`config.mk`:
```
export PLATFORM = sky130hd
export DESIGN_NAME = scan_mux
export DESIGN_NICKNAME = d
export VERILOG_FILES = /design/src/rtl/scan_mux_pkg.sv /design/src/rtl/scan_mux_next_ch.sv /design/src/rtl/scan_mux.sv
export SDC_FILE = /design/constraint.sdc
export NUM_CORES = 1
export LEC_CHECK = 0
export CAP_MARGIN = 5
export CORE_ASPECT_RATIO = 1.2
export CORE_UTILIZATION = 40
export CTS_BUF_LIST = sky130_fd_sc_hd__clkbuf_8
export CTS_CLUSTER_DIAMETER = 150
export CTS_CLUSTER_SIZE = 16
export DETAILED_ROUTE_END_ITERATION = 7
export PLACE_DENSITY = 0.8
export SYNTH_ARGS = -nofsm -noshare
export SYNTH_HDL_FRONTEND = slang
export SYNTH_SLANG_ARGS = --single-unit
```
`constraint.sdc`:
```
create_clock -name Clock -period 4.1 [get_ports Clock]
set_clock_uncertainty 0.05 [all_clocks]
set_input_delay 0.615 -clock Clock [delete_from_list [all_inputs] [get_ports Clock]]
set_output_delay 0.615 -clock Clock [all_outputs]
set_load 0.005 [all_outputs]
```
`src/rtl/scan_mux_pkg.sv`:
```
// Shared types and helpers for the scan_mux block: FSM state encoding and
// the set-bit priority search used to walk the channel mask.
package scan_mux_pkg;

  localparam int MAX_CH = 64;

  typedef enum logic [1:0] {
    IDLE  = 2'd0,
    SCAN  = 2'd1,
    FLUSH = 2'd2
  } state_e;

  // Returns {found, index} of the lowest set bit above pos (or at pos when incl).
  function automatic logic [6:0] next_set(input logic [MAX_CH-1:0] mask,
                                          input logic [5:0]        pos,
                                          input logic              incl);
    logic [6:0] r;
    r = '0;
    for (int i = MAX_CH - 1; i >= 0; i--) begin
      if (mask[i] && ((i > int'(pos)) || (incl && (i == int'(pos)))))
        r = {1'b1, 6'(i)};
    end
    return r;
  endfunction

endpackage

```
`src/rtl/scan_mux_next_ch.sv`:
```
// Combinational priority encoder: next enabled channel at/above a pointer.
module scan_mux_next_ch
  import scan_mux_pkg::*;
#(
  parameter  int NUM_CH = 8,
  localparam int CH_W   = $clog2(NUM_CH)
) (
  input  logic [NUM_CH-1:0] mask,
  input  logic [CH_W-1:0]   ptr,
  input  logic              incl,
  output logic [CH_W-1:0]   nxt,
  output logic              found
);

  logic [MAX_CH-1:0] mask_ext;
  logic [5:0]        pos;
  logic [6:0]        res;

  always_comb begin
    mask_ext               = '0;
    mask_ext[NUM_CH-1:0]   = mask;
    pos                    = '0;
    pos[CH_W-1:0]          = ptr;
    res                    = next_set(mask_ext, pos, incl);
  end

  assign nxt   = res[CH_W-1:0];
  assign found = res[6];

  // High index bits are always zero for narrow configurations.
  logic unused_hi;
  assign unused_hi = ^res[5:0];

endmodule

```
`src/rtl/scan_mux.sv`:
```
// Registered N-channel mux with direct-select and mask-scan modes, valid/ready out.
// Optional OutParity output when SCAN_MUX_PARITY_EN is defined.
module scan_mux
  import scan_mux_pkg::*;
#(
  parameter  int NUM_CH = 8,
  parameter  int DATA_W = 1,
  localparam int CH_W   = $clog2(NUM_CH)
) (
  input  logic                     Clock,
  input  logic                     Resetn,
  input  logic [NUM_CH*DATA_W-1:0] MuxIn,
  input  logic [CH_W-1:0]          MuxSelect,
  input  logic                     Mode,
  input  logic [NUM_CH-1:0]        ChMask,
  input  logic                     Start,
  input  logic                     OutReady,
  output logic [DATA_W-1:0]        Out,
  output logic [CH_W-1:0]          OutCh,
  output logic                     OutValid,
  output logic                     Busy,
  output logic                     Done
`ifdef SCAN_MUX_PARITY_EN
  ,
  output logic                     OutParity
`endif
);

  state_e state_q, state_d;

  logic [NUM_CH-1:0][DATA_W-1:0] ch_data;
  logic [NUM_CH-1:0]             mask_q;
  logic [CH_W-1:0]               ptr_q, ptr_d;
  logic [CH_W-1:0]               sel_ch, load_ch;
  logic [CH_W-1:0]               first_ch, adv_ch;
  logic                          first_found, adv_found;
  logic                          slot_free, load, clr_vld, done_d, mask_ld;

  assign ch_data   = MuxIn;
  assign slot_free = !OutValid || OutReady;
  assign sel_ch    = (32'(MuxSelect) < NUM_CH) ? MuxSelect : '0;
  assign Busy      = (state_q != IDLE);

  // First lookup searches the incoming mask from channel 0 inclusive.
  scan_mux_next_ch #(.NUM_CH(NUM_CH)) u_first (
    .mask  (ChMask),
    .ptr   ('0),
    .incl  (1'b1),
    .nxt   (first_ch),
    .found (first_found)
  );

  scan_mux_next_ch #(.NUM_CH(NUM_CH)) u_adv (
    .mask  (mask_q),
    .ptr   (ptr_q),
    .incl  (1'b0),
    .nxt   (adv_ch),
    .found (adv_found)
  );

  always_ff @(posedge Clock or negedge Resetn) begin
    if (!Resetn) state_q <= IDLE;
    else         state_q <= state_d;
  end

  always_comb begin
    state_d = state_q;
    ptr_d   = ptr_q;
    load    = 1'b0;
    load_ch = '0;
    clr_vld = 1'b0;
    done_d  = 1'b0;
    mask_ld = 1'b0;
    case (state_q)
      IDLE: begin
        if (!Mode) begin
          load    = slot_free;
          load_ch = sel_ch;
        end else begin
          clr_vld = OutValid && OutReady;
          if (Start) begin
            mask_ld = 1'b1;
            if (first_found) begin
              ptr_d   = first_ch;
              state_d = SCAN;
            end else begin
              done_d  = 1'b1;
            end
          end
        end
      end
      SCAN: begin
        if (slot_free) begin
          load    = 1'b1;
          load_ch = ptr_q;
          if (adv_found) ptr_d   = adv_ch;
          else           state_d = FLUSH;
        end
      end
      FLUSH: begin
        if (OutValid && OutReady) begin
          clr_vld = 1'b1;
          done_d  = 1'b1;
          state_d = IDLE;
        end
      end
      default: state_d = IDLE;
    endcase
  end

  always_ff @(posedge Clock or negedge Resetn) begin
    if (!Resetn) begin
      mask_q    <= '0;
      ptr_q     <= '0;
      Done      <= 1'b0;
      Out       <= '0;
      OutCh     <= '0;
      OutValid  <= 1'b0;
`ifdef SCAN_MUX_PARITY_EN
      OutParity <= 1'b0;
`endif
    end else begin
      ptr_q <= ptr_d;
      Done  <= done_d;
      if (mask_ld) mask_q <= ChMask;
      // A load may coincide with acceptance of the held beat.
      if (load) begin
        Out       <= ch_data[load_ch];
        OutCh     <= load_ch;
        OutValid  <= 1'b1;
`ifdef SCAN_MUX_PARITY_EN
        OutParity <= ^ch_data[load_ch];
`endif
      end else if (clr_vld) begin
        OutValid  <= 1'b0;
      end
    end
  end

endmodule

```
==> results.md <==
- Min-delay worst type: reg -> reg
- Final Hold Fails: 0
- # Post-CTS Setup Buffers: 0
- Worst R2R Setup Slack: 1930 ps
- WP buf/inv: 1
- Register area share after synthesis: 40.7%
- Placer Congestion: 0.957
- Leak: 0.589 nW
- Yosys top cell by area: dfrtp_1
- GRT Total Usage: 19.4%
- CTS resizes: 0
- CP startpoint: OutReady
- Syn Nets: 137
- Grt total ovfl: 0
- Sink Count: 18
- Die area: 2980 um^2
- Synth top area share: 40.7%
- Simple-gate portion of the synthesized area: 17.6%
- Sw Share: 37.5%
- Reg-to-Reg End: ptr_q[0]
- Crit path cell chain: clkdlybuf4s50_1 -> nand2b_1 -> a32oi_2 -> nor2_2 -> mux4_2 -> nor3b_1 -> a221o_1
- Distinct cell type count after synthesis: 37
- Setup violators final: 0
- Endpoint, Worst Hold: OutCh[2]
- Clk Latency, worst-skew pair: 250 ps
- Placed cell count: 170
- Reg2Reg Depth: 5
- FMAX: 389 MHz
- Fin worst setup slack: 1530 ps
- Post-synthesis xor/xnor area fraction: 0%
- Post-CTS Hold Buffers: 0
- Post-DP HPWL: 1960 um
- Die X: 50.0 um
- Final min period: 2570 ps
- CP max stage delay: 510 ps
- Top post-synthesis cells by area: dfrtp_1 (41%), mux2_2 (10%), mux4_2 (4.1%)
- Clock buffer depth: 2
- Worst setup SP type: primary input
- Largest family of logic cells by synthesized area: compound AO/OA/AOI/OAI gates
- Max Cap Violations: 0
- Post-route ant nets: 0
- VDD IR max: 0.000356 V
- Slew Limit Fails: 0
- Comb pwr share: 48.9%
- Fin crit share: 62.7%
- Wire per inst: 14.8 um
- Adder-cell share of the synthesized area: 0%
- Initial antenna violation count: 0
- Sequential Power Share: 37.9%
- Root Buffer: clkbuf_8
- Worst Hold Margin: 434 ps
- Final nets: 166
- Commonest cells post-synth: dfrtp_1 (18), nand2_1 (11), mux2_2 (10)
- Slew margin rel.: 46.3%
- Final Non-Filler Cells: 173
- Synth Area in Compound Gates: 20.6%
- Synth Flop Type: dfrtp_1
- CTS Buf Count: 3
- Multiplexer share of the synthesized area: 15.2%
- Most frequent cell after synthesis: dfrtp_1
- Residual DRC count: 0
- Critical path arrival: 2660 ps
- Placeable Area: 2580 um^2
- H-tree depth reported by CTS: 1
- Power Density: 630 nW/um^2
- Warnings from Yosys: 0
- Vias: 953
- Syn avg cell area: 9.79 um^2
- Cells after Synth: 113
- IO Port Bufs: 30
- Worst Path Max Fanout: 8
- Pin count of the biggest net entering global routing: 19
- Routed vias/inst: 5.51
- Cell family with most CP delay: simple AND/OR/NAND/NOR gates
- Switching pwr: 0.000344 W
- Critical path capture point type: register
- HP Start: OutCh[2]
- # diodes: 0
- Row cnt: 20
- Critical path's slowest cell: mux4_2
- WL final: 2560 um
- First-pass GRT wire length: 4340 um
- FF+latch count, synth: 18
- Die Span Y: 59.6 um
- Worst r2r src: ptr_q[2]
- Clock network power share: 13.2%
- Initial DRC count: 30
- CTS clk-pin slew, worst paths: 60 ps
- Place WS: 1270 ps
- Number of synthesized flops with an enable pin: 0
- Setup TNS: 0 ps
- Worst setup path class: in -> reg
- Area grow syn2layout: 31.4%
- Internal power: 0.000572 W
- Worst-Margin Slew: 803 ps
- Vias in the first global route: 960
- Hold depth: 1
- Mapped cell area: 1110 um^2
- Unrepaired setup endpoints after global routing: no
- CTS tree: yes
- Iteration count of the initial detailed-routing pass: 4
- CP required: 4180 ps
- Share of layout cells above drive strength 1: 13.6%
- Run status: completed
- IO Pins: 31
- Ys async rst share: 100%
- Initial Util: 42.9%
stage by stage:
stage	area, um^2	power [W]	util [%]
6_report	1450	0.000916	56.4
5_1_grt	1450	0.000991	56.4
4_1_cts	1450	0.000916	56.4
3_5_place_dp	1410	0.000790	54.8
3_3_place_gp	1410	0.000774	54.8
2_1_floorplan	1110	0.000654	-
worst register-to-register path: cells and delay by family (launching register included):
kind	cells	cell delay (ps)
flip-flops	1	520
AO/OA/AOI/OAI	2	520
AND/OR/NAND/NOR	2	610
multiplexers	1	370
power by group through the flow:
stage,logic (W),registers (W),clock network [W]
finish,0.000448,0.000347,0.000121
global route,0.000495,0.000361,0.000135
CTS,0.000449,0.000344,0.000123
detailed placement,0.000443,0.000347,0
global placement,0.000430,0.000343,0
floorplan,0.000358,0.000297,0
cell usage in the layout (no fill, tap or decap), drive strengths merged, types with 3 or more instances in the layout:
cell type,instances
dfrtp,18
o21ai,8
inv,8
nor3,3
clkdlybuf4s50,30
nand2b,4
clkbuf,3
a32oi,4
nor2,7
nand2,11
a21oi,5
mux2,10
sequential cells by signal (all words and copies together) (netlist names):
signal,count
Out,1
ptr_q,3
Done,1
state_q,2
OutValid,1
mask_q,7
OutCh,3
kinds of logic (layout without fill, tap and decap cells):
| kind of cell | Yosys count | in the layout |
|---|---|---|
| AND/OR/NAND/NOR | 37 | 37 |
| AO/OA/AOI/OAI | 31 | 31 |
| flip-flops | 18 | 18 |
| buffers and inverters | 14 | 41 |
| multiplexers | 13 | 13 |
metal layers:
layer	up-vias	global-route usage (%)	wire, um
met5	-	0	0
met4	0	11.4	56
met3	7	2.31	77
met2	24	31.2	1330
met1	452	25.1	1100
li1	470	-	-
worst max path at each step:
stage	to	cells after the start
detailed placement	Out	7
CTS	Out	7
global placement	Out	7
global route	Out	7
floorplan	Out	7
finish	Out	7
area by class of cell:
| class | instances | area [um^2] |
|---|---|---|
| flip-flops and latches | 18 | 450 |
| repair buffers | 30 | 300 |
| inverters | 8 | 30.0 |
| well taps | 33 | 41.3 |
| fillers | 217 | 1120 |
| clock buffers | 3 | 41.3 |
| multi-input cells | 81 | 591 |
Power figures use the tool's default switching activity.
